### config.mk
export PLATFORM = sky130hd
export DESIGN_NAME = uart_cpld_ctrl
export DESIGN_NICKNAME = d
export VERILOG_FILES = /design/src/rtl/uart_cpld_ctrl_pkg.sv /design/src/rtl/uart_cpld_ctrl.sv
export SDC_FILE = /design/constraint.sdc
export NUM_CORES = 1
export LEC_CHECK = 0
export BUFFER_PORTS_ARGS = -buffer_cell sky130_fd_sc_hd__buf_2
export CAP_MARGIN = 5
export CORE_MARGIN = 2
export CORE_UTILIZATION = 36
export CTS_CLUSTER_SIZE = 25
export DETAILED_ROUTE_END_ITERATION = 10
export PLACE_DENSITY = 0.71
export SLEW_MARGIN = 20
export SYNTH_ARGS = -nofsm -noshare
export SYNTH_HDL_FRONTEND = slang
export SYNTH_SLANG_ARGS = --single-unit
### constraint.sdc
create_clock -name clk -period 2.35 [get_ports clk]
set_input_delay 0.1175 -clock clk [delete_from_list [all_inputs] [get_ports clk]]
set_output_delay 0.1175 -clock clk [all_outputs]
set_load 0.005 [all_outputs]
### src/rtl/uart_cpld_ctrl_pkg.sv
// Shared definitions for the CPLD UART bridge: FSM states, status bit layout
// and the MMU-visible register addresses.
package uart_cpld_ctrl_pkg;

    typedef enum logic [2:0] {
        IDLE,
        RD_STB,
        RD_END,
        WR_SETUP,
        WR_STB,
        WR_WAIT,
        DONE
    } state_t;

    localparam int TX_READY = 0;
    localparam int RX_READY = 1;

    localparam logic [31:0] ADDR_DATA   = 32'hBFD0_03F8;
    localparam logic [31:0] ADDR_STATUS = 32'hBFD0_03FC;

    function automatic logic [31:0] status_word(input logic rx_ready, input logic tx_ready);
        logic [31:0] w;
        w           = '0;
        w[RX_READY] = rx_ready;
        w[TX_READY] = tx_ready;
        return w;
    endfunction

endpackage

### src/rtl/uart_cpld_ctrl.sv
// Bridges single register reads/writes onto the CPLD UART sharing the BaseRAM
// data bus; strobe widths and transmit timeout are counted inline.
module uart_cpld_ctrl
    import uart_cpld_ctrl_pkg::*;
#(
    parameter int STROBE_CYC  = 2,
    parameter int TIMEOUT_CYC = 4096
) (
    input  logic        clk,
    input  logic        rst,
    input  logic        req_read,
    input  logic        req_write,
    input  logic        sel_status,
    input  logic [7:0]  wdata,
    output logic [31:0] rdata,
    output logic        busy,
    output logic        done,
    output logic        err,
    output logic        ram_hold,
    output logic        bus_oe,
    output logic [7:0]  bus_dout,
    input  logic [7:0]  bus_din,
    output logic        uart_rdn,
    output logic        uart_wrn,
    input  logic        uart_dataready,
    input  logic        uart_tbre,
    input  logic        uart_tsre
);

    localparam int STB_W = $clog2(STROBE_CYC + 1);
    localparam int TMO_W = $clog2(TIMEOUT_CYC + 1);
    localparam logic [STB_W-1:0] STB_LAST = STB_W'(STROBE_CYC - 1);
    localparam logic [TMO_W-1:0] TMO_LAST = TMO_W'(TIMEOUT_CYC - 1);

    state_t             state;
    logic [STB_W-1:0]   stb_cnt;
    logic [TMO_W-1:0]   wait_cnt;
    logic [7:0]         rx_byte;
    logic               tbre_seen;

    // Every output is set on the transition into the state that owns it, so
    // all of them come straight from flops and never glitch on the shared bus.
    always_ff @(posedge clk) begin
        // NOTE: the reset is synchronous and active-low, so it lives inside the
        // clocked branch rather than in the sensitivity list.
        if (!rst) begin
            state     <= IDLE;
            stb_cnt   <= '0;
            wait_cnt  <= '0;
            rx_byte   <= '0;
            tbre_seen <= 1'b0;
            rdata     <= '0;
            busy      <= 1'b0;
            done      <= 1'b0;
            err       <= 1'b0;
            ram_hold  <= 1'b0;
            bus_oe    <= 1'b0;
            bus_dout  <= '0;
            uart_rdn  <= 1'b1;
            uart_wrn  <= 1'b1;
        end else begin
            // NOTE: non-blocking assignments only; the later assignment in a
            // branch overrides this default, giving a one-cycle done pulse.
            done <= 1'b0;
            unique case (state)
                IDLE: begin
                    if (req_write) begin
                        busy <= 1'b1;
                        if (sel_status) begin
                            state <= DONE;
                            done  <= 1'b1;
                            err   <= 1'b0;
                        end else begin
                            state    <= WR_SETUP;
                            ram_hold <= 1'b1;
                            bus_oe   <= 1'b1;
                            bus_dout <= wdata;
                        end
                    end else if (req_read) begin
                        busy <= 1'b1;
                        if (sel_status) begin
                            state <= DONE;
                            done  <= 1'b1;
                            err   <= 1'b0;
                            rdata <= status_word(uart_dataready, uart_tbre & uart_tsre);
                        end else begin
                            state    <= RD_STB;
                            ram_hold <= 1'b1;
                            uart_rdn <= 1'b0;
                            stb_cnt  <= '0;
                        end
                    end
                end
                RD_STB: begin
                    if (stb_cnt == STB_LAST) begin
                        state    <= RD_END;
                        uart_rdn <= 1'b1;
                        rx_byte  <= bus_din;
                    end else begin
                        stb_cnt <= stb_cnt + STB_W'(1);
                    end
                end
                RD_END: begin
                    state    <= DONE;
                    done     <= 1'b1;
                    err      <= 1'b0;
                    ram_hold <= 1'b0;
                    rdata    <= {24'b0, rx_byte};
                end
                WR_SETUP: begin
                    state    <= WR_STB;
                    uart_wrn <= 1'b0;
                    stb_cnt  <= '0;
                end
                WR_STB: begin
                    if (stb_cnt == STB_LAST) begin
                        state     <= WR_WAIT;
                        uart_wrn  <= 1'b1;
                        bus_oe    <= 1'b0;
                        ram_hold  <= 1'b0;
                        wait_cnt  <= '0;
                        tbre_seen <= 1'b0;
                    end else begin
                        stb_cnt <= stb_cnt + STB_W'(1);
                    end
                end
                WR_WAIT: begin
                    // Completion wins over a timeout landing on the same edge.
                    if ((tbre_seen || uart_tbre) && uart_tsre) begin
                        state <= DONE;
                        done  <= 1'b1;
                        err   <= 1'b0;
                    end else if (wait_cnt == TMO_LAST) begin
                        state <= DONE;
                        done  <= 1'b1;
                        err   <= 1'b1;
                    end else begin
                        wait_cnt <= wait_cnt + TMO_W'(1);
                        if (uart_tbre) tbre_seen <= 1'b1;
                    end
                end
                DONE: begin
                    state <= IDLE;
                    busy  <= 1'b0;
                    err   <= 1'b0;
                end
                default: state <= IDLE;
            endcase
        end
    end

endmodule
======== Word level (Yosys, flattened, before mapping) ========
Cells that the tools add are included.
storage, ports and cells
  register bits ........................... 74
  bits of input ports ..................... 24
  word-level logic and storage cells ...... 121
cells by class
  $add $sub $neg .......................... 2
  eq/ne operators ......................... 21
  mux-type cells .......................... 55
  bitwise operators ....................... 2
  reductions and logical operators ........ 27
operators by type and width
  cell                   number
  $mux 32                3
  $pmux 32 s2            1
  $mux 13                3
  $pmux 13 s2            1
  $mux 1                 25
  $mux 3                 8
  $ne 2x2->1 const B     11
  $pmux 3 s6             1
  $reduce_and 4->1       4
  $reduce_and 5->1       3
  $add 13x1->13 const B  1
  $eq 13x12->1 const B   1
  $reduce_bool 2->1      6
  $pmux 1 s2             5
  $eq 3x3->1 const B     3
  $pmux 1 s3             3
  $reduce_and 3->1       3
  $reduce_bool 3->1      3
  $mux 2                 4
  $eq 3x2->1 const B     2
  $ne 3x3->1 const B     2
  $pmux 2 s3             1
  $reduce_and 2->1       3
  $reduce_or 2->1        2
  other kinds (8)        8

======== Longest topological paths before layout ========
Gate-level depths: netlist (run 1).
  depth after elaboration ................. 5
  mapped depth ............................ 7
  gate-level depth less buffers ........... 6

======== Worst setup path before layout (run 1) ========
Ideal clock, no wire load.
  path type ............................... reg2reg
  start ................................... register wait_cnt[0]
  end ..................................... register wait_cnt[7]
  library setup time ...................... 117 ps
  data arrival time ....................... 1,628 ps
  required time ........................... 2,233 ps
  path slack .............................. 605 ps
  cell stages (with the launch flop) ...... 7
  path buffers ............................ 1
  path through ............................ dfxtp_1 ha_1 nand4_1 nor4_2 buf_2 nor2_1 a32o_1
on the way
  cells in the longest elaborated chain, start to end .. 4
ends and longest elaborated chain
  element                   RTL line               source
  start: declaration        uart_cpld_ctrl.sv:37   logic [TMO_W-1:0] wait_cnt;
  start signal: assignment  uart_cpld_ctrl.sv:138  wait_cnt <= wait_cnt + TMO_W'(1);
  $add 13x1->13             uart_cpld_ctrl.sv:138
  $mux 13                   uart_cpld_ctrl.sv:133  end else if (wait_cnt == TMO_LAST) begin
  $mux 13                   uart_cpld_ctrl.sv:129  if ((tbre_seen || uart_tbre) && uart_tsre) begin
  $pmux 13 s2               uart_cpld_ctrl.sv:65   unique case (state)
Parallel ways exist; a longest one is shown, timed or not. The select of a mux whose other input is x is not followed.
A chain may end at the register's enable or synchronous reset.

======== Worst setup path after layout (run 1) ========
  start ................................... register state[2]
  end ..................................... register wait_cnt[9]
on the way
  cells in the longest elaborated chain, start to end .. 3
ends and longest elaborated chain
  element                                                           RTL line              source
  start: declaration                                                uart_cpld_ctrl.sv:35  state_t state;
  start signal: assignment                                          uart_cpld_ctrl.sv:47  state <= IDLE;
  start signal: assignment                                          uart_cpld_ctrl.sv:70  state <= DONE;
  start signal: assignment                                          uart_cpld_ctrl.sv:74  state <= WR_SETUP;
  $eq 3x3->1                                                        uart_cpld_ctrl.sv:65
  $ne 2x2->1 (no line) / $reduce_bool 2->1 (equally long branches)  --
  $reduce_and 4->1 (no line)                                        --
Parallel ways exist; a longest one is shown, timed or not.

==> results.ini, run 1 <==
[power_and_ir_drop]
power.density_nw_per_um2 = 735
combPwrFrac_pct = 28.2
p_leak_nw = 1.17
switchingPower_mw = 0.744
clkPwrFrac_pct = 25.4
switching_share_pct = 34.9
irDropWorstVdd_uv = 494
power_frac_seq_pct = 46.4
finalPower_mw = 2.13
p_int_mw = 1.39

[placement]
place_area_um2 = 2800
place_congestion = 0.887
port_buffers = 46
dp_hpwl_um = 4140

[yosys]
ys_async_sr_fraction_pct = 0
syn_area_per_cell_um2 = 8.41
synth.distinct_cells = 56
syn_inst = 305
synth_area_um2 = 2560
yosysTopAreaCellShare_pct = 39.0
ys_ff_latch = 50
synth.largest_area_cell = dfxtp_1
ys_warn_count = 0
synth-main-ff-cell = dfxtp_1
seq_area_frac_synth_pct = 39.0
synth_area_leaders = dfxtp_1 39%, buf_4 7.0%, nand2_1 5.1%
synth_edf_count = 0

[setup_path]
worstPathCellList = inv_2 > a2111o_1 > or2_1 > o221a_1
cp_max_fo = 14
worstPathArrival_ps = 2280
setup.worst_path.end_class = flip-flop
max_stage_delay_ps = 650
cp.required_ps = 2560
cpMaxStageDelayCell = dfxtp_1
crit_path_start_kind = flip-flop
criticalPathCategory = reg2reg

[clock_tree]
cts_sinks = 50
cts_resized = 0
root_buffer = clkbuf_8
cts_tree = done
cts_setup_buffers = 0
h-tree-depth = 2
clkLatencyLatePin_ps = 320
cts_made_buffers = 5
clkTransAtPathRegs_ps = 100
cts_hold_buf = 0
clk_path_buf_depth = 2

[routing]
viasPerCell = 5.22
wirelength_um = 5740
drt_pass1_iterations = 4
post-route-drc-count = 0
drt_iter0_markers = 194
via_count = 2312
wl_per_cell_um = 13.0
antenna_left = 0

[timing]
holdWs_ps = 28.8
finalCritPeriodShare_pct = 88.3
relSlewSlack_pct = 66.1
tightest_slew_ps = 508
period_needed_ps = 2070
setup_viol = 0
report.final.hold_viol_count = 0
tns_ps = 0
fmax_mhz = 482
slew_viol_final = 0
clock_skew_ps = 4.58
rsz0062_at_grt = false

[outcome]
status = complete, no violations

[hold_path]
hold_path_class = in2reg

[final_layout]
final_cell_mix = 50 x dfxtp_1, 46 x buf_2, 35 x nand2_1
final_common_cell = dfxtp_1
layout.area.seq_um2 = 1000
fin_area_um2 = 2900
nFillCells = 716
fin_nets = 372
syn_to_final_growth_pct = 13.2
multi_input_area_um2 = 1360
antenna_cells = 0
drive_gt1_share_pct = 20.7
utilization_pct = 42.5

[die]
io_pins = 71
die_w_um = 88.4
start_util_pct = 37.5
die_h_um = 88.4
rows = 30
dieArea_um2 = 7810
core_um2 = 6830

[grt]
grt_pass1_vias = 2003
grt_first_pass_wirelength_um = 9450
antenna_found_initial = 0
grt-ovfl-total = 0
grt_max_degree = 38
grtUsageTotal_pct = 15.1

[flow_run]
drv_cap = 0

worst max-delay path, delay by kind of cell, from the launching register on:
| kind | cells | cell delay [ps] |
|---|---|---|
| DFF | 1 | 650 |
| and+or+nand+nor | 1 | 400 |
| buffers and inverters | 1 | 180 |
| AOI/OAI and AO/OA | 2 | 730 |
final timing paths:
path,start,to,depth (start not counted),slack (ps)
min reg2reg,rx_byte[3],rx_byte[3],2,460
max reg2reg,state[2],wait_cnt[9],4,280
min,bus_din[6],rx_byte[6],3,30
max,state[2],wait_cnt[9],4,280
logic make-up (layout without fill, tap and decap cells):
family,count (synthesis),count (layout),synth area share (%)
mux,9,9,3.51
compound gates,78,78,21.3
buf+inv,50,69,11.5
fa+ha+maj,2,2,0.976
simple gates,114,114,23.2
xor+xnor,1,1,0.342
other cells,1,24,0.146
flops,50,50,39.0
area by class of cell:
class / count / share of cell area, %
Clock buffer: 5 / 2.37
Clock inverter: 3 / 0.992
Inverter: 4 / 0.517
Multi-Input combinational cell: 228 / 46.7
Sequential cell: 50 / 34.5
Tap cell: 96 / 4.14
Timing Repair Buffer: 57 / 10.8
cell usage after synthesis (all sizes together), types with 5 or more instances:
cell type  instances
o31ai              6
nor3               7
nand3              6
buf               33
mux2i              9
o21ai             12
clkbuf            13
a211oi             6
dfxtp             50
nor2              26
nand4              8
nand2             35
o32ai              5
a22oi              6
a21oi             21
sequential cells by signal, indices dropped and copies added, names as in the netlist:
name	cells
stb_cnt	2
uart_wrn	1
wait_cnt	13
tbre_seen	1
busy	1
err	1
bus_dout	8
rx_byte	8
ram_hold	1
state	3
uart_rdn	1
bus_oe	1
done	1
rdata	8
metal layers:
metal | part of all wire (%) | up-vias | global-route usage (%)
met4 | 0.70 | 0 | 2.89
met2 | 48 | 90 | 24.5
met3 | 6.5 | 10 | 3.73
met5 | 0 | - | 0
li1 | - | 1148 | -
met1 | 44 | 1064 | 20.6
power by group through the flow:
stage | Combinational (mW) | Clock [mW] | Sequential, mW
2_1_floorplan | 0.483 | 0 | 0.984
3_3_place_gp | 0.595 | 0 | 1.00
3_5_place_dp | 0.603 | 0 | 1.01
4_1_cts | 0.605 | 0.561 | 0.990
5_1_grt | 0.686 | 0.603 | 1.00
6_report | 0.602 | 0.541 | 0.989
per-stage QoR:
step | cells | setup WS (ps)
6_report | 443 | 275
3_3_place_gp | 435 | 416
4_1_cts | 443 | 281
2_1_floorplan | 328 | 605
3_5_place_dp | 435 | 309
5_1_grt | 443 | 93.6
(Power assumes the default switching activity.)
==> run 2, diff against run 1 <==
--- a/config.mk
+++ b/config.mk
@@ -8,10 +8,10 @@
 export BUFFER_PORTS_ARGS = -buffer_cell sky130_fd_sc_hd__buf_2
 export CAP_MARGIN = 5
 export CORE_MARGIN = 2
-export CORE_UTILIZATION = 36
+export CORE_UTILIZATION = 50
 export CTS_CLUSTER_SIZE = 25
 export DETAILED_ROUTE_END_ITERATION = 10
-export PLACE_DENSITY = 0.71
+export PLACE_DENSITY = 0.89
 export SLEW_MARGIN = 20
 export SYNTH_ARGS = -nofsm -noshare
 export SYNTH_HDL_FRONTEND = slang
==> run 2 against run 1 <==
Against the previous run:
- global-route usage increased by 5.0 points
- critical endpoint is now wait_cnt[3]
- worst setup slack improved by 150 ps
- clock skew about the same
- critical path depth increased by 1
- utilization increased by 15 points
- sequential cell count unchanged
- hold slack improved by 7.1 ps
- total power increased by 4.7%
- highest routed layer unchanged
- first-iteration DRC count increased by 52%
- critical path type unchanged
- via count increased by 3.3%
- fmax increased by 7.8%
==> results.ini, run 2 (synthesis gave the netlist of run 1 again) <==
[die]
dieArea_um2 = 5720  ; was 7810 µm²
rows = 26  ; was 30
io_pins = 71  ; unchanged
die_w_um = 75.6  ; was 88.4 µm
die_h_um = 75.6  ; was 88.4 µm
start_util_pct = 50.8  ; was 37.5%
core_um2 = 5040  ; was 6830 µm²

[final_layout]
syn_to_final_growth_pct = 12.4  ; was 13.2%
largest-register = wait_cnt  ; unchanged
layout.area.seq_um2 = 1000  ; unchanged
nFillCells = 437  ; was 716
drive_gt1_share_pct = 20.5  ; was 20.7%
multi_input_area_um2 = 1360  ; unchanged
largest_reg_flops = 13  ; unchanged
final_cell_mix = 50 x dfxtp_1, 46 x buf_2, 35 x nand2_1  ; unchanged
final_common_cell = dfxtp_1  ; unchanged
fin_nets = 371  ; was 372
utilization_pct = 57.1  ; was 42.5%
antenna_cells = 0  ; unchanged

[flow_run]
drv_cap = 0  ; unchanged

[setup_path]
path_delay_family = simple AND/OR/NAND/NOR gates  ; was compound AO/OA/AOI/OAI gates
worstPathArrival_ps = 2170  ; was 2280 ps
cp.required_ps = 2600  ; was 2560 ps
critPathBufInv = 0  ; was 1
criticalPathCategory = reg2reg  ; unchanged
cpMaxStageDelayCell = dfxtp_1  ; unchanged
cp_max_fo = 9  ; was 14
max_stage_delay_ps = 390  ; was 650 ps
setup.worst_path.end_class = flip-flop  ; unchanged
crit_path_start_kind = flip-flop  ; unchanged
worstPathCellList = ha_1 > nand4_1 > nor4_2 > or2_1 > o221a_2  ; was inv_2 > a2111o_1 > or2_1 > o221a_1

[power_and_ir_drop]
p_leak_nw = 1.18  ; was 1.17 nW
switchingPower_mw = 0.735  ; was 0.744 mW
irDropWorstVdd_uv = 661  ; was 494 µV
power_frac_seq_pct = 44.7  ; was 46.4%
power.density_nw_per_um2 = 775  ; was 735 nW/µm²
clkPwrFrac_pct = 28.2  ; was 25.4%
p_int_mw = 1.50  ; was 1.39 mW
combPwrFrac_pct = 27.1  ; was 28.2%
switching_share_pct = 32.9  ; was 34.9%

[timing]
setup_viol = 0  ; unchanged
tns_ps = 0  ; unchanged
slew_viol_final = 0  ; unchanged
period_needed_ps = 1920  ; was 2070 ps
report.final.hold_viol_count = 0  ; unchanged
rsz0062_at_grt = false  ; unchanged
finalCritPeriodShare_pct = 81.9  ; was 88.3%
clock_skew_ps = 4.65  ; was 4.58 ps
relSlewSlack_pct = 56.3  ; was 66.1%
tightest_slew_ps = 653  ; was 508 ps
fmax_mhz = 519  ; was 482 MHz

[routing]
viasPerCell = 5.74  ; was 5.22
via_count = 2389  ; was 2312
post-route-drc-count = 0  ; unchanged
drt_iter0_markers = 295  ; was 194
wirelength_um = 5600  ; was 5740 µm
drt_pass1_iterations = 5  ; was 4
wl_per_cell_um = 13.5  ; was 13.0 µm
antenna_left = 0  ; unchanged

[clock_tree]
cts_hold_buf = 0  ; unchanged
cts_sinks = 50  ; unchanged
cts_tree = done  ; unchanged
cts_made_buffers = 5  ; unchanged
root_buffer = clkbuf_8  ; unchanged
clkTransAtPathRegs_ps = 100  ; about the same
clkLatencyLatePin_ps = 300  ; was 320 ps
cts_setup_buffers = 0  ; unchanged
h-tree-depth = 2  ; unchanged
cts_resized = 0  ; unchanged
clk_path_buf_depth = 2  ; unchanged

[grt]
grt_first_pass_wirelength_um = 9040  ; was 9450 µm
antenna_found_initial = 0  ; unchanged
grt_pass1_vias = 2085  ; was 2003
grtUsageTotal_pct = 20.1  ; was 15.1%
grt-ovfl-total = 0  ; unchanged
grt_max_degree = 37  ; was 38

[outcome]
status = complete, no violations  ; unchanged

[placement]
dp_hpwl_um = 4010  ; was 4140 µm
place_congestion = 0.903  ; was 0.887
port_buffers = 46  ; unchanged

[hold_path]
hold_path_class = in2reg  ; unchanged

run 2: cell types whose count changed in the layout (fill, tap and decap cells not counted):
| cell | before | now |
|---|---|---|
| clkinv_4 | 2 | 0 |
| clkinvlp_4 | 0 | 1 |
| buf_4 | 11 | 10 |
| bufinv_16 | 0 | 1 |
run 2: area by class of cell:
| type | instances | area share (%) |
|---|---|---|
| multi-input combinational | 228 | 47.0 |
| sequential | 50 | 34.7 |
| timing repair buffer | 56 | 10.6 |
| inverter | 4 | 0.521 |
| tap | 70 | 3.04 |
| clock inverter | 3 | 1.69 |
| clock buffer | 5 | 2.39 |
run 2: worst min-delay path: cells and delay by family:
family,cells,cell delay [ps]
compound gates,1,50
buf+inv,1,90
simple gates,1,40
run 2: final timing paths:
check / startpoint / end / slack (ps) / depth (start not counted)
worst min-delay path: bus_din[5] / rx_byte[5] / 40 / 3
worst max-delay path: wait_cnt[0] / wait_cnt[3] / 430 / 5
worst min register to register: rx_byte[3] / rx_byte[3] / 460 / 2
worst max register to register: wait_cnt[0] / wait_cnt[3] / 430 / 5
run 2: power by group through the flow:
stage	clock, mW	combinational, mW	sequential [mW]
6_report	0.629	0.605	0.998
2_1_floorplan	0	0.483	0.984
3_5_place_dp	0	0.598	1.01
4_1_cts	0.645	0.600	0.995
5_1_grt	0.680	0.671	1.01
3_3_place_gp	0	0.586	1.01
run 2: metrics by stage:
step | total power [mW] | instances | hold WS, ps | area [µm²] | setup WS (ps)
after floorplan | 1.47 | 328 | 253 | 2650 | 605
after global placement | 1.60 | 408 | 351 | 2760 | 532
after detailed placement | 1.61 | 408 | 362 | 2760 | 466
after CTS | 2.24 | 416 | 28.3 | 2880 | 429
after global routing | 2.36 | 416 | 31.1 | 2880 | 301
final | 2.23 | 416 | 35.9 | 2880 | 425
run 2: layer usage:
layer / part of all wire [%] / global-route usage, %
met1: 44 / 25.9
met2: 48 / 32.7
met3: 5.6 / 5.16
met4: 1.8 / 7.21
met5: 0 / 0
